--- src/rtl/sram_pkg.sv ---
// Shared types, collision-mode codes and the byte-lane merge helper for the
// parametrised 1RW+1R SRAM.
package sram_pkg;

  localparam int COLL_READ_OLD   = 0;
  localparam int COLL_WRITE_THRU = 1;

  // Merge helper works on a fixed wide word; callers cast in and out.
  localparam int MERGE_W      = 256;
  localparam int MERGE_MASK_W = MERGE_W / 8;

  typedef enum logic [0:0] {
    ST_IDLE  = 1'b0,
    ST_CLEAR = 1'b1
  } sram_state_t;

  function automatic logic [MERGE_W-1:0] merge_bytes(
    input logic [MERGE_W-1:0]      old_word,
    input logic [MERGE_W-1:0]      new_word,
    input logic [MERGE_MASK_W-1:0] mask
  );
    logic [MERGE_W-1:0] res;
    res = old_word;
    for (int i = 0; i < MERGE_MASK_W; i++) begin
      if (mask[i]) begin
        res[8*i +: 8] = new_word[8*i +: 8];
      end else begin
        res[8*i +: 8] = old_word[8*i +: 8];
      end
    end
    return res;
  endfunction

endpackage

--- src/rtl/sram_rd_pipe.sv ---
// Read-return pipeline: carries data, valid and collision tag for 1 or 2
// cycles; data holds its last value between reads.
module sram_rd_pipe #(
  parameter int DATA_WIDTH   = 32,
  parameter int READ_LATENCY = 1
) (
  input  logic                  clk,
  input  logic                  rst,
  input  logic                  in_valid,
  input  logic [DATA_WIDTH-1:0] in_data,
  input  logic                  in_coll,
  output logic [DATA_WIDTH-1:0] out_data,
  output logic                  out_valid,
  output logic                  out_coll
);

  logic [DATA_WIDTH-1:0] s1_data_r;
  logic                  s1_valid_r;
  logic                  s1_coll_r;

  // First stage: capture array read data on the accepting edge.
  always_ff @(posedge clk) begin
    if (rst) begin
      s1_data_r  <= {DATA_WIDTH{1'b0}};
      s1_valid_r <= 1'b0;
      s1_coll_r  <= 1'b0;
    end else begin
      s1_valid_r <= in_valid;
      s1_coll_r  <= in_valid & in_coll;
      if (in_valid) begin
        s1_data_r <= in_data;
      end
    end
  end

  generate
    if (READ_LATENCY == 2) begin : g_lat2
      logic [DATA_WIDTH-1:0] s2_data_r;
      logic                  s2_valid_r;
      logic                  s2_coll_r;

      // Second stage: one extra cycle of latency, still one result per cycle.
      always_ff @(posedge clk) begin
        if (rst) begin
          s2_data_r  <= {DATA_WIDTH{1'b0}};
          s2_valid_r <= 1'b0;
          s2_coll_r  <= 1'b0;
        end else begin
          s2_valid_r <= s1_valid_r;
          s2_coll_r  <= s1_coll_r;
          if (s1_valid_r) begin
            s2_data_r <= s1_data_r;
          end
        end
      end

      assign out_data  = s2_data_r;
      assign out_valid = s2_valid_r;
      assign out_coll  = s2_coll_r;
    end else begin : g_lat1
      assign out_data  = s1_data_r;
      assign out_valid = s1_valid_r;
      assign out_coll  = s1_coll_r;
    end
  endgenerate

endmodule

--- src/rtl/sram_1rw1r_param.sv ---
// Parametrised 1RW + 1R SRAM with byte write masks, 1/2-cycle read latency,
// defined same-address collision behaviour and a post-reset hardware clear.
module sram_1rw1r_param
  import sram_pkg::*;
#(
  parameter int DATA_WIDTH     = 32,
  parameter int ADDR_WIDTH     = 4,
  parameter int NUM_WMASK      = DATA_WIDTH / 8,
  parameter int READ_LATENCY   = 1,
  parameter int COLLISION_MODE = 0,
  parameter int CLEAR_ON_RESET = 1
) (
  input  logic                  clk,
  input  logic                  rst,
  output logic                  busy,
  input  logic                  csb0,
  input  logic                  web0,
  input  logic [NUM_WMASK-1:0]  wmask0,
  input  logic [ADDR_WIDTH-1:0] addr0,
  input  logic [DATA_WIDTH-1:0] din0,
  output logic [DATA_WIDTH-1:0] dout0,
  output logic                  dout0_valid,
  input  logic                  csb1,
  input  logic [ADDR_WIDTH-1:0] addr1,
  output logic [DATA_WIDTH-1:0] dout1,
  output logic                  dout1_valid,
  output logic                  collision
);

  localparam int DEPTH = 1 << ADDR_WIDTH;

  logic [DATA_WIDTH-1:0] mem_r [DEPTH];

  sram_state_t           state_r;
  sram_state_t           state_nxt_s;
  logic [ADDR_WIDTH-1:0] clr_cnt_r;
  logic [ADDR_WIDTH-1:0] clr_cnt_nxt_s;
  logic                  busy_s;
  logic                  clr_we_s;
  logic                  wr_acc_s;
  logic                  rd0_acc_s;
  logic                  rd1_acc_s;
  logic                  coll_s;
  logic [DATA_WIDTH-1:0] merged_s;
  logic [DATA_WIDTH-1:0] rd0_data_s;
  logic [DATA_WIDTH-1:0] rd1_data_s;
  logic                  coll0_unused_s;

  // Clear FSM state and word counter.
  always_ff @(posedge clk) begin
    if (rst) begin
      state_r   <= (CLEAR_ON_RESET != 0) ? ST_CLEAR : ST_IDLE;
      clr_cnt_r <= {ADDR_WIDTH{1'b0}};
    end else begin
      state_r   <= state_nxt_s;
      clr_cnt_r <= clr_cnt_nxt_s;
    end
  end

  // Clear FSM next state: zero one word per cycle, then serve requests.
  always_comb begin
    state_nxt_s   = state_r;
    clr_cnt_nxt_s = clr_cnt_r;
    busy_s        = 1'b0;
    clr_we_s      = 1'b0;
    case (state_r)
      ST_CLEAR: begin
        busy_s   = 1'b1;
        clr_we_s = ~rst;
        if (clr_cnt_r == ADDR_WIDTH'(DEPTH - 1)) begin
          state_nxt_s   = ST_IDLE;
          clr_cnt_nxt_s = {ADDR_WIDTH{1'b0}};
        end else begin
          clr_cnt_nxt_s = clr_cnt_r + {{(ADDR_WIDTH-1){1'b0}}, 1'b1};
        end
      end
      ST_IDLE: begin
        busy_s = 1'b0;
      end
      default: begin
        state_nxt_s   = ST_IDLE;
        clr_cnt_nxt_s = {ADDR_WIDTH{1'b0}};
      end
    endcase
  end

  assign busy = busy_s;

  // An all-zero mask is a no-op write, so it also never counts as a collision.
  assign wr_acc_s  = ~rst & ~busy_s & ~csb0 & ~web0 & (wmask0 != {NUM_WMASK{1'b0}});
  assign rd0_acc_s = ~rst & ~busy_s & ~csb0 & web0;
  assign rd1_acc_s = ~rst & ~busy_s & ~csb1;
  assign coll_s    = wr_acc_s & rd1_acc_s & (addr0 == addr1);

  assign merged_s = DATA_WIDTH'(merge_bytes(MERGE_W'(mem_r[addr0]),
                                            MERGE_W'(din0),
                                            MERGE_MASK_W'(wmask0)));
  assign rd0_data_s = mem_r[addr0];

  // Port1 read source: write-through mode forwards the merged word on collision.
  always_comb begin
    rd1_data_s = mem_r[addr1];
    if ((COLLISION_MODE == COLL_WRITE_THRU) && coll_s) begin
      rd1_data_s = merged_s;
    end else begin
      rd1_data_s = mem_r[addr1];
    end
  end

  // Array write port: clear sequence has priority, requests are gated by busy.
  always_ff @(posedge clk) begin
    if (clr_we_s) begin
      mem_r[clr_cnt_r] <= {DATA_WIDTH{1'b0}};
    end else if (wr_acc_s) begin
      mem_r[addr0] <= merged_s;
    end
  end

  sram_rd_pipe #(
    .DATA_WIDTH  (DATA_WIDTH),
    .READ_LATENCY(READ_LATENCY)
  ) u_rd_pipe0 (
    .clk      (clk),
    .rst      (rst),
    .in_valid (rd0_acc_s),
    .in_data  (rd0_data_s),
    .in_coll  (1'b0),
    .out_data (dout0),
    .out_valid(dout0_valid),
    .out_coll (coll0_unused_s)
  );

  sram_rd_pipe #(
    .DATA_WIDTH  (DATA_WIDTH),
    .READ_LATENCY(READ_LATENCY)
  ) u_rd_pipe1 (
    .clk      (clk),
    .rst      (rst),
    .in_valid (rd1_acc_s),
    .in_data  (rd1_data_s),
    .in_coll  (coll_s),
    .out_data (dout1),
    .out_valid(dout1_valid),
    .out_coll (collision)
  );

endmodule

--- config.mk ---
export PLATFORM = sky130hd
export DESIGN_NAME = sram_1rw1r_param
export DESIGN_NICKNAME = d
export VERILOG_FILES = /design/src/rtl/sram_pkg.sv /design/src/rtl/sram_rd_pipe.sv /design/src/rtl/sram_1rw1r_param.sv
export SDC_FILE = /design/constraint.sdc
export NUM_CORES = 1
export LEC_CHECK = 0
export CAP_MARGIN = 20
export CORE_MARGIN = 8
export CORE_UTILIZATION = 45
export DETAILED_ROUTE_END_ITERATION = 16
export PLACE_DENSITY_LB_ADDON = 0.12
export SKIP_CTS_REPAIR_TIMING = 1
export SYNTH_ARGS = -nofsm -noshare
export SYNTH_HDL_FRONTEND = slang
export SYNTH_SLANG_ARGS = --single-unit
--- constraint.sdc ---
create_clock -name clk -period 3.29 [get_ports clk]
set_input_delay 0.329 -clock clk [delete_from_list [all_inputs] [get_ports clk]]
set_output_delay 0.329 -clock clk [all_outputs]
set_load 0.005 [all_outputs]
Word-level counts from Yosys, hierarchy flattened
Memory sizes are Yosys's and may differ from the RTL's. A register that Yosys moved wholly into a read port is not among the register bits.
Cells that the tools add are included.
Widths: inputs -> output; s select.
- add/sub/neg operators: 1
- equal/unequal tests: 2
- mux-type cells: 17
- bitwise operators: 15
- reduce and logical (&&, ||, !) cells: 2
- operators by type and width (operator ; number):
    $mux 32 ; 1
    $mux 8 ; 4
    $reduce_or 32->1 ; 1
    $and 1x1->1 ; 9
    $mux 1 ; 9
    $mux 4 ; 2
    $not 1->1 ; 6
    $add 4x1->4 const B ; 1
    $eq 4x4->1 ; 1
    $eq 4x4->1 const B ; 1
    $reduce_bool 4->1 ; 1
    $pmux 1 s2 ; 1
- bits in registers: 40
- bits in writable memories: 512
- logic and storage cells: 44
- memories kept: 1
- memory list (memory ; depth ; bits a word ; rd ports ; clocked after memory_dff ; write ports ; RTL line ; RTL):
    mem_r ; 16 ; 32 ; 2 ; 1 ; 1 ; sram_1rw1r_param.sv:32 ; logic [DATA_WIDTH-1:0] mem_r [DEPTH];

Longest topological paths before layout
- word-level depth: 12
- gate-level depth with buffers: 8
- mapped depth without buffers: 4

Hierarchy
Synthesis repeated with hierarchy kept, for this count alone.
- cells, all modules: 1453
- area total of the unflattened synthesis: 26939.6 µm²
- by module, submodules not included (module ; times used ; cells each ; area an instance (µm²) ; sequential area each (µm²)):
    sram_1rw1r_param ; 1 ; 1237 ; 24487.2 ; 15474.8
    sram_rd_pipe ; 2 ; 108 ; 1226.2 ; 680.7

Worst setup path after synthesis
Ideal clock, no wire load.
- kind: in2reg
- start: input port wmask0[1]
- end: memory mem_r[3][0] (enable)
- arrival time: 3.182 ns
- data required time: 2.869 ns
- setup slack: -0.314 ns
- stages: 6
- buffers on the path: 2
- cells stage by stage: clkbuf_1 -> or4_1 -> nand2_1 -> buf_2 -> mux2_2 -> nor2_1
- word-level cells in the longest chain between the ends: 7
- elaborated cells on any way between the ends: 8
- those cells by class: mux: 5; bitwise: 1; reduce/logical: 2
- ends and longest elaborated chain (element ; RTL line ; RTL):
    from (decl) ; sram_1rw1r_param.sv:18 ; input logic [NUM_WMASK-1:0] wmask0,
    $reduce_bool 4->1 (*) ; sram_1rw1r_param.sv:90 ; assign wr_acc_s = ~rst & ~busy_s & ~csb0 & ~web0 & (wmask0 != {NUM_WMASK{1'b0}});
    $and 1x1->1 (*) ; sram_1rw1r_param.sv:90 ;
    $mux 1 (*) ; sram_1rw1r_param.sv:114 ; end else if (wr_acc_s) begin
    $mux 1 (*) ; sram_1rw1r_param.sv:112 ; if (clr_we_s) begin
    $mux 1 (not written as such) (*) ; sram_1rw1r_param.sv:115 ; mem_r[addr0] <= merged_s;
    $reduce_or 32->1 (no line) ; n/a ;
    $mux 4 (no line) or $mux 1 (tied branches) ; n/a ;
    to (decl) ; sram_1rw1r_param.sv:32 ;
Mark *: on every way between the ends. The rest lies on a longest branch, timed or not.

==> results.json <==
{
  "pre_cts_ws_ns": 0.0331,
  "overflow": 0,
  "final_area_mm2": 0.0322,
  "r2r_end": "mem_r[10][4]",
  "synthTopCellsByArea": "edfxtp_1 58%, mux4_2 19%, dfxtp_1 5.4%",
  "post-route-period-util_pct": 82.2,
  "power_leakage_nw": 11.5,
  "die-area_mm2": 0.0671,
  "fin_setup_tns_ns": 0,
  "r2r_start": "state_r",
  "rsz0062_at_grt": "false",
  "synth_nets": 1549,
  "clk_path_buf_depth": 3,
  "yosysWarnings": 0,
  "start_util_pct": 45.3,
  "cts_made_buffers": 61,
  "worstPathMaxFanout": 23,
  "cts.clk_slew.worst_paths_ns": 0.06,
  "grt_antenna_before_repair": 0,
  "slew_headroom_pct": 34.2,
  "worst_ep_required_time_ns": 3.77,
  "peakVddDrop_mv": 0.414,
  "grtUsageTotal_pct": 23.5,
  "cp-end-kind": "flop",
  "finish.net_count": 1759,
  "ant_nets": 0,
  "slew_violations": 0,
  "hold_viol_final": 0,
  "startpoint_type": "primary input",
  "die_x_um": 259,
  "cap_violations": 0,
  "layout.cells.non_filler": 2535,
  "min_path_type": "primary input to flop",
  "crit_type": "primary input to flop",
  "p_per_area_mw_per_mm2": 520,
  "num_rows": 89,
  "holdPathStages": 2,
  "via_count": 16000,
  "portBuffers": 116,
  "finClkSkew_ns": 0.0319,
  "cp.arrival_ns": 3.18,
  "fmax_ghz": 0.370,
  "diodes": 0,
  "dp_hpwl_um": 49400,
  "placed_cell_area_mm2": 0.0300,
  "status": "finished, final reports clean",
  "min_period_ns": 2.70,
  "setup_violations": 0,
  "r2r.worst_path.cells": 7,
  "timing.final.ws_setup_ns": 0.586,
  "coreArea_mm2": 0.0587,
  "ys_ff_latch": 584,
  "yosysSeqAreaShare_pct": 63.3,
  "grt_max_degree": 48,
  "htreeDepth": 2,
  "cts_root_buf": "clkbuf_16",
  "syn2layout_area_growth_pct": 21.3,
  "synth.distinct_cells": 38,
  "ios": 117,
  "totalWireLength_um": 78800,
  "avgSynthCellArea_um2": 17.7,
  "placed_cells": 2419,
  "grt_pass1_wl_um": 116000,
  "wl_per_cell_um": 31.1,
  "insertion_delay_ns": 0.64,
  "drive_above_1_share_pct": 33.1,
  "hp-start": "rst",
  "die_h_um": 259,
  "synthesis.area_mm2": 0.0266,
  "drtPass1Iterations": 5,
  "hold_end": "u_rd_pipe0.out_data[23]",
  "clkSinkCount": 584,
  "drc": 0,
  "yosysTopAreaCellShare_pct": 57.9,
  "r2r_slack_ns": 0.71,
  "grt_pass1_vias": 16800,
  "cts_tree": "done",
  "first_iter_violations": 1477,
  "tightest_slew_ns": 0.980,
  "gp_congestion": 0.807,
  "synth_top_area_cell": "edfxtp_1",
  "viasPerCell": 6.31,
  "hold_ws_ns": 0.0889,
  "postSynthCellCount": 1499
}
==> cells in the final DEF (no fill, tap or decap), types with 3 or more instances in the layout <==
cell type        instances
clkbuf_8                 8
mux2i_1                 69
buf_4                  107
edfxtp_1               512
clkdlybuf4s50_1        110
a22oi_1                 63
and2_2                   6
a221oi_1                64
clkbuf_16               64
nand2b_1                 5
nand3_1                  6
nor3_1                  67
nor2b_4                  3
inv_2                    3
clkinv_1                 4
xnor2_1                  4
mux2_2                  67
a2bb2oi_1               32
clkinv_2                16
nor2_1                  39
mux4_2                 224
nor2_4                  10
clkbuf_1                 7
nand2_1                 36
buf_12                  49
a21oi_1                 35
bufinv_16               11
nor2b_1                 34
dfxtp_1                 72
clkinvlp_4               5
==> synth_stat cells (all sizes together) <==
master   number
and2          8
nor2b        38
a211oi        2
or4           2
nand3         6
or3           1
nand2b        5
o21ai         2
xnor2         4
a221oi       64
nor2         49
buf          50
or4b          1
nor3         67
a22oi        63
nor4          3
nor4b         1
mux4        224
mux2i        69
inv           5
edfxtp      512
a21oi        35
a32oi         2
a21o          1
ha            1
nand3b        1
xor2          1
mux2         67
a2bb2oi      32
a2111o        2
clkbuf       72
nand2        37
dfxtp        72
==> routing by layer <==
metal  share of wire, %  track usage (%)
met1                 41             31.6
met2                 50             38.8
met3                6.9             4.34
met4                2.8             7.01
met5                  0                0
==> area by class of cell <==
| class | instances | area [µm²] |
|---|---|---|
| Tap cell | 773 | 967 |
| Fill cell | 4465 | 26500 |
| Clock buffer | 78 | 1720 |
| Inverter | 5 | 20.0 |
| Multi-Input combinational cell | 788 | 9300 |
| Sequential cell | 584 | 16800 |
| Clock inverter | 38 | 484 |
| Timing Repair Buffer | 269 | 2920 |
==> power breakdown <==
part / internal, mW / switching (mW) / leakage (nW)
registers: 8.03 / 0.0388 / 5.97
logic: 0.546 / 0.613 / 4.45
clock network: 4.56 / 2.98 / 1.08
total: 13.1 / 3.63 / 11.5
==> worst max-delay path by stage <==
stage / start / end / cells past startpoint
finish: addr0[2] / mem_r[10][4] / 7
global placement: addr0[2] / mem_r[14][4] / 7
floorplan: wmask0[1] / mem_r[2][0] / 5
global route: addr0[2] / mem_r[10][4] / 7
CTS: addr0[2] / mem_r[11][4] / 7
detailed placement: addr0[2] / mem_r[14][4] / 7
==> logic make-up after synthesis <==
kind of cell    count (synthesis)  synth area share, %
xor+xnor                        5                0.165
simple gates                  219                 4.04
fa+ha+maj                       1               0.0471
compound gates                203                 5.88
buf+inv                       127                 2.16
mux                           360                 24.4
flops                         584                 63.3
==> per-stage QoR <==
| step | util [%] | power (mW) |
|---|---|---|
| 6_report | 54.9 | 16.8 |
| 5_1_grt | 54.9 | 17.2 |
| 3_5_place_dp | 51.2 | 9.39 |
| 4_1_cts | 54.9 | 16.9 |
| 3_3_place_gp | 51.2 | 9.38 |
| 2_1_floorplan | - | 8.92 |
==> critical path: stages <==
cell and delay, ns:
clkdlybuf4s50_1 0.66, inv_2 0.40, buf_12 0.26, a2bb2oi_1 0.27, a221oi_1 0.13, nor3_1 0.81, buf_4 0.29
==> flip-flops by register name, summed over array words and instances, names as in the netlist <==
name,flops
clr_cnt_r,4
mem_r,512
state_r,1
u_rd_pipe0.out_data,32
u_rd_pipe0.out_valid,1
u_rd_pipe1.out_coll,1
u_rd_pipe1.out_data,32
u_rd_pipe1.out_valid,1
No activity file was read; power rests on OpenSTA's default activity.
